**src/rtl/divisor_pkg.sv**
```systemverilog
// Shared constants and helpers for the multi-channel tick divider.
package divisor_pkg;
   localparam int DIV_W_DEFAULT = 26;
   localparam int DIV_DEFAULT   = 10_000_000;
   localparam int DIV_SIM       = 4_096_000;

   // Channel-select width, at least one bit even for a single channel.
   function automatic int idx_w(input int n);
      return (n > 1) ? $clog2(n) : 1;
   endfunction
endpackage

```
**src/rtl/divisor_channel.sv**
```systemverilog
// One divider channel: counter, shadow/active divisor pair, wrap logic and
// registered tick, square-wave and pending outputs.
module divisor_channel
   import divisor_pkg::*;
#(
   parameter int               WIDTH       = DIV_W_DEFAULT,
   parameter logic [WIDTH-1:0] DEFAULT_DIV = WIDTH'(DIV_DEFAULT)
) (
   input  logic             i_clk,
   input  logic             i_rst,
   input  logic             i_ce,
   input  logic             i_en,
   input  logic             i_sync,
   input  logic             i_wr,
   input  logic [WIDTH-1:0] i_wr_div,
   output logic             o_tick,
   output logic             o_sq,
   output logic             o_pending
);
   logic [WIDTH-1:0] cnt_q, cnt_d;
   logic [WIDTH-1:0] act_q, act_d;
   logic [WIDTH-1:0] shd_q, shd_d;
   logic             pend_q, pend_d;
   logic             tick_q, tick_d;
   logic             sq_q, sq_d;
   logic             apply;

   always_comb begin
      cnt_d  = cnt_q;
      act_d  = act_q;
      // A write in this cycle is folded in first so a coincident apply uses it.
      shd_d  = i_wr ? i_wr_div : shd_q;
      pend_d = pend_q | i_wr;
      tick_d = 1'b0;
      sq_d   = sq_q;
      apply  = 1'b0;
      if (i_sync || !i_en) begin
         cnt_d = '0;
         sq_d  = 1'b0;
         apply = 1'b1;
      end else if (i_ce) begin
         if (cnt_q == act_q) begin
            cnt_d  = '0;
            tick_d = 1'b1;
            sq_d   = ~sq_q;
            apply  = 1'b1;
         end else begin
            cnt_d = cnt_q + 1'b1;
         end
      end
      if (apply && pend_d) begin
         act_d  = shd_d;
         pend_d = 1'b0;
      end
   end

   always_ff @(posedge i_clk) begin
      if (i_rst) begin
         cnt_q  <= '0;
         act_q  <= DEFAULT_DIV;
         shd_q  <= DEFAULT_DIV;
         pend_q <= 1'b0;
         tick_q <= 1'b0;
         sq_q   <= 1'b0;
      end else begin
         cnt_q  <= cnt_d;
         act_q  <= act_d;
         shd_q  <= shd_d;
         pend_q <= pend_d;
         tick_q <= tick_d;
         sq_q   <= sq_d;
      end
   end

   assign o_tick    = tick_q;
   assign o_sq      = sq_q;
   assign o_pending = pend_q;
endmodule

```
**src/rtl/divisor_multi.sv**
```systemverilog
// Multi-channel clock-enable tick generator: write-address decode, sync
// fan-out and one divisor_channel per channel.
module divisor_multi
   import divisor_pkg::*;
#(
   parameter int WIDTH       = DIV_W_DEFAULT,
   parameter int CHANNELS    = 4,
   parameter int DEFAULT_DIV = DIV_DEFAULT
) (
   input  logic                         i_clk,
   input  logic                         i_rst,
   input  logic                         i_CE,
   input  logic [CHANNELS-1:0]          i_ch_en,
   input  logic                         i_sync,
   input  logic                         i_wr,
   input  logic [idx_w(CHANNELS)-1:0]   i_wr_ch,
   input  logic [WIDTH-1:0]             i_wr_div,
   output logic [CHANNELS-1:0]          o_tick,
   output logic [CHANNELS-1:0]          o_sq,
   output logic [CHANNELS-1:0]          o_pending
);
   localparam int CH_W = idx_w(CHANNELS);

   logic [CHANNELS-1:0] wr_hit;

   generate
      for (genvar gi = 0; gi < CHANNELS; gi++) begin : g_ch
         // Unused select codes at or above CHANNELS match no channel.
         localparam logic [CH_W-1:0] IDX = CH_W'(gi);

         assign wr_hit[gi] = i_wr && (i_wr_ch == IDX);

         divisor_channel #(
            .WIDTH       (WIDTH),
            .DEFAULT_DIV (WIDTH'(DEFAULT_DIV))
         ) u_ch (
            .i_clk     (i_clk),
            .i_rst     (i_rst),
            .i_ce      (i_CE),
            .i_en      (i_ch_en[gi]),
            .i_sync    (i_sync),
            .i_wr      (wr_hit[gi]),
            .i_wr_div  (i_wr_div),
            .o_tick    (o_tick[gi]),
            .o_sq      (o_sq[gi]),
            .o_pending (o_pending[gi])
         );
      end
   endgenerate
endmodule

```
**config.mk**
```make
export PLATFORM = sky130hd
export DESIGN_NAME = divisor_multi
export DESIGN_NICKNAME = d
export VERILOG_FILES = /design/src/rtl/divisor_pkg.sv /design/src/rtl/divisor_channel.sv /design/src/rtl/divisor_multi.sv
export SDC_FILE = /design/constraint.sdc
export NUM_CORES = 1
export LEC_CHECK = 0
export BUFFER_PORTS_ARGS = -buffer_cell sky130_fd_sc_hd__buf_2
export CAP_MARGIN = 40
export CORE_MARGIN = 5
export CORE_UTILIZATION = 50
export CTS_BUF_LIST = sky130_fd_sc_hd__clkbuf_4 sky130_fd_sc_hd__clkbuf_8
export CTS_CLUSTER_DIAMETER = 100
export CTS_CLUSTER_SIZE = 10
export DETAILED_ROUTE_END_ITERATION = 6
export GPL_TIMING_DRIVEN = 0
export HOLD_SLACK_MARGIN = 0.03
export PLACE_DENSITY = 0.77
export SLEW_MARGIN = 10
export SYNTH_ARGS = -nofsm -noshare
export SYNTH_HDL_FRONTEND = slang
export SYNTH_SLANG_ARGS = --single-unit
```
**constraint.sdc**
```tcl
create_clock -name i_clk -period 3.3 [get_ports i_clk]
set_clock_uncertainty 0.2 [all_clocks]
set_input_delay 0.33 -clock i_clk [delete_from_list [all_inputs] [get_ports i_clk]]
set_output_delay 0.33 -clock i_clk [all_outputs]
set_load 0.005 [all_outputs]
```
==> out/metrics.cfg <==
[run_status]
outcome=finished, final reports clean

[place]
port_buffers=47
place_ws_ns=-0.225
routabilityCongestion=0.974
hpwl_um=30600
dpl-instance-area_sq_um=15900

[layout]
layout_commonest_cell=dfxtp_1
finalNetCount=1990
syn2layout_area_growth_pct=10.9
drive_gt1_share_pct=6.97
finalInstanceArea_sq_um=16800
layout_common_cells=dfxtp_1, nand2_1, nor2_1

[pwr]
p_leak_nw=5.65
power_frac_seq_pct=56.6
p_int_w=0.00539
pwr-share-comb_pct=9.2
pwr-share-clk_pct=34.2
irDropWorstVdd_mv=0.226
p_sw_w=0.00189
powerDensity_nw_per_um2=434
switching_share_pct=25.9

[cts]
clock-sinks=324
h-tree-depth=2
cts_root_buf=clkbuf_8
clk-insertion-delay-late_ns=0.56
cts_tree=built
clkSlewWorstSetupHoldPaths_ns=0.08
clk_path_buf_depth=3
numCtsBuffers=38

[worst_setup_path]
crit_buf_inv=4
critPathMaxStageDelay_ns=0.61
cp_slowest_cell=nor2_1
crit_chain=dlygate4sd3_1 > buf_2 > nand2_1 > nor2_1 > o21a_1 > clkbuf_1 > buf_1 > nor2_1 > a221oi_1
r2r_setup_slack_ns=0.27
timing.critical_path.max_delay_family=buffers and inverters
cp_data_required_time_ns=3.56
crit_path_end_kind=flop
startpoint_type=primary input
path_class=in2reg
crit_path_frequent_cell=nor2_1
critPathArrivalTime_ns=3.32
cp_max_fo=10

[sta]
layout_min_cycle_time_ns=3.06
rsz0062_at_grt=false
max_slew_margin_pct=36.4
slew_viol_final=0
max_freq_mhz=327
hold_violations=0
fin_worst_hold_slack_ns=0.0666
setup_viol=0
worst_pin_slew_ns=0.946
setup_ws_ns=0.240
period_share_pct=92.7

[drt]
drc=0
wirelength_um=42300
drtIter0Drc=1031
wl_per_cell_um=18.1
via_count=13700
final_antenna_net_count=0
vias_per_cell=5.84
firstDrtPassIters=5

[global_route]
first_global_vias=13200
overflow=0
grt_max_degree=11
antenna_found_initial=2
track_usage_pct=24.1
grt_pass1_wl_um=66500

[logic_synthesis]
syn-cell-area_sq_um=15100
netlist_instances=1826
yosysWarnings=0
syn_area_per_cell_sq_um=8.28
syn_nets=1867
synth-seq-cells=324
ys_types=44
ys_seq_area_share_pct=42.9

[die]
dieArea_sq_um=33800
start_util_pct=50.9
die_w_um=184
io_pins=49
die_y_um=184
design.core.area_sq_um=29700
rows=63

[min_path]
hp-class=in2reg

[run]
max-cap-violations=0

-- registers in the layout, summed over array words and instances, names as in the netlist --
register,cells
g_ch.u_ch.o_tick,4
g_ch.u_ch.o_pending,4
g_ch.u_ch.act_q,104
g_ch.u_ch.cnt_q,104
g_ch.u_ch.shd_q,104
g_ch.u_ch.o_sq,4
-- routing by layer --
layer | GRT usage [%] | wire (um)
met2 | 38.7 | 19100
met3 | 4.61 | 3370
met1 | 32.1 | 18300
met4 | 9.85 | 1570
met5 | 0 | 21
-- synthesized netlist by cell type --
library cell	count	area, sq um
a21o_1	2	15.0
a21oi_1	101	505
a221o_1	32	320
a221oi_1	72	631
a41o_1	1	10.0
and2_1	3	18.8
and3_1	14	87.6
and3b_1	2	17.5
and4_1	12	105
buf_1	17	63.8
buf_2	12	60.1
buf_4	13	97.6
buf_6	4	45.0
clkbuf_1	101	379
dfxtp_1	324	6490
ha_1	4	50.1
inv_1	5	18.8
mux2i_1	6	60.1
nand2_1	282	1060
nand2b_1	2	12.5
nand3_1	59	295
nand3b_1	78	586
nand4_1	73	457
nor2_1	212	796
nor2b_1	34	213
nor3_1	17	85.1
nor3b_2	1	12.5
nor4_1	16	100
o21a_1	3	22.5
o21ai_0	82	410
o21ai_1	1	5.00
o21ai_2	1	8.76
o21bai_1	1	7.51
o21bai_2	1	11.3
o31ai_2	1	12.5
or2_2	3	18.8
or3_1	8	50.1
or3b_2	1	8.76
or4_1	11	82.6
or4_4	1	11.3
or4bb_1	1	11.3
xnor2_1	112	981
xnor2_2	2	32.5
xor2_1	98	858
-- layout make-up --
class,instances,area (sq um)
timing repair buffer,83,577
inverter,5,18.8
tap,390,488
buffer,147,646
sequential,324,6490
multi-input combinational,1350,7980
clock buffer,41,564
antenna,1,2.50
fill,2704,12900
clock inverter,1,8.76
-- worst register-to-register path: stages, from the launching register on --
cell      delay [ns]
dfxtp_1         0.31
clkbuf_1        0.28
xnor2_1         0.17
nand4_1         0.10
or4_1           0.52
clkbuf_1        0.16
o21ai_1         0.54
clkbuf_1        0.42
a221oi_1        0.17
-- power groups by stage --
| stage | Clock [W] | Combinational (W) | Sequential (W) |
|---|---|---|---|
| after detailed placement | 0 | 0.000624 | 0.00420 |
| final | 0.00249 | 0.000668 | 0.00412 |
| after global placement | 0 | 0.000606 | 0.00420 |
| after global routing | 0.00271 | 0.000726 | 0.00413 |
| after CTS | 0.00254 | 0.000655 | 0.00411 |
| after floorplan | 0 | 0.000416 | 0.00417 |
-- final timing paths --
check	startpoint	to	cells after the start
hold reg to reg	g_ch[0].u_ch.shd_q[24]$_SDFF_PP0_	g_ch[0].u_ch.shd_q[24]$_SDFF_PP0_	2
setup reg to reg	g_ch[1].u_ch.cnt_q[15]$_SDFFE_PP0P_	g_ch[1].u_ch.act_q[25]$_SDFFE_PP0P_	8
setup / recovery	i_wr_ch[1]	g_ch[2].u_ch.act_q[8]$_SDFFE_PP0P_	9
hold / removal	i_ch_en[3]	g_ch[3].u_ch.o_sq$_SDFFE_PP0P_	4
-- metrics by stage --
stage,power (W),util [%],setup TNS (ns),std cells
after detailed placement,0.00483,53.4,-6.13,2268
after global placement,0.00481,53.3,-8.31,2263
after floorplan,0.00459,-,0,1826
after global routing,0.00756,56.4,0,2341
final,0.00727,56.4,0,2342
after CTS,0.00731,56.4,0,2341
-- cells by family after synthesis --
family                   share of synthesized area (%)
flip-flops                                        42.9
XOR/XNOR                                          12.4
buffers and inverters                             4.39
AND/OR/NAND/NOR                                   26.6
AO/OA/AOI/OAI                                     13.0
adder cells (fa/ha/maj)                          0.331
multiplexers                                     0.397
-- repair_timing --
item	CTS	global route
hold buffers	31	0
setup buffers	0	0
gates resized for setup	0	1
setup endpoints to repair	0	6
endpoints found under the hold margin	112	0
Power figures use the tool's default switching activity.
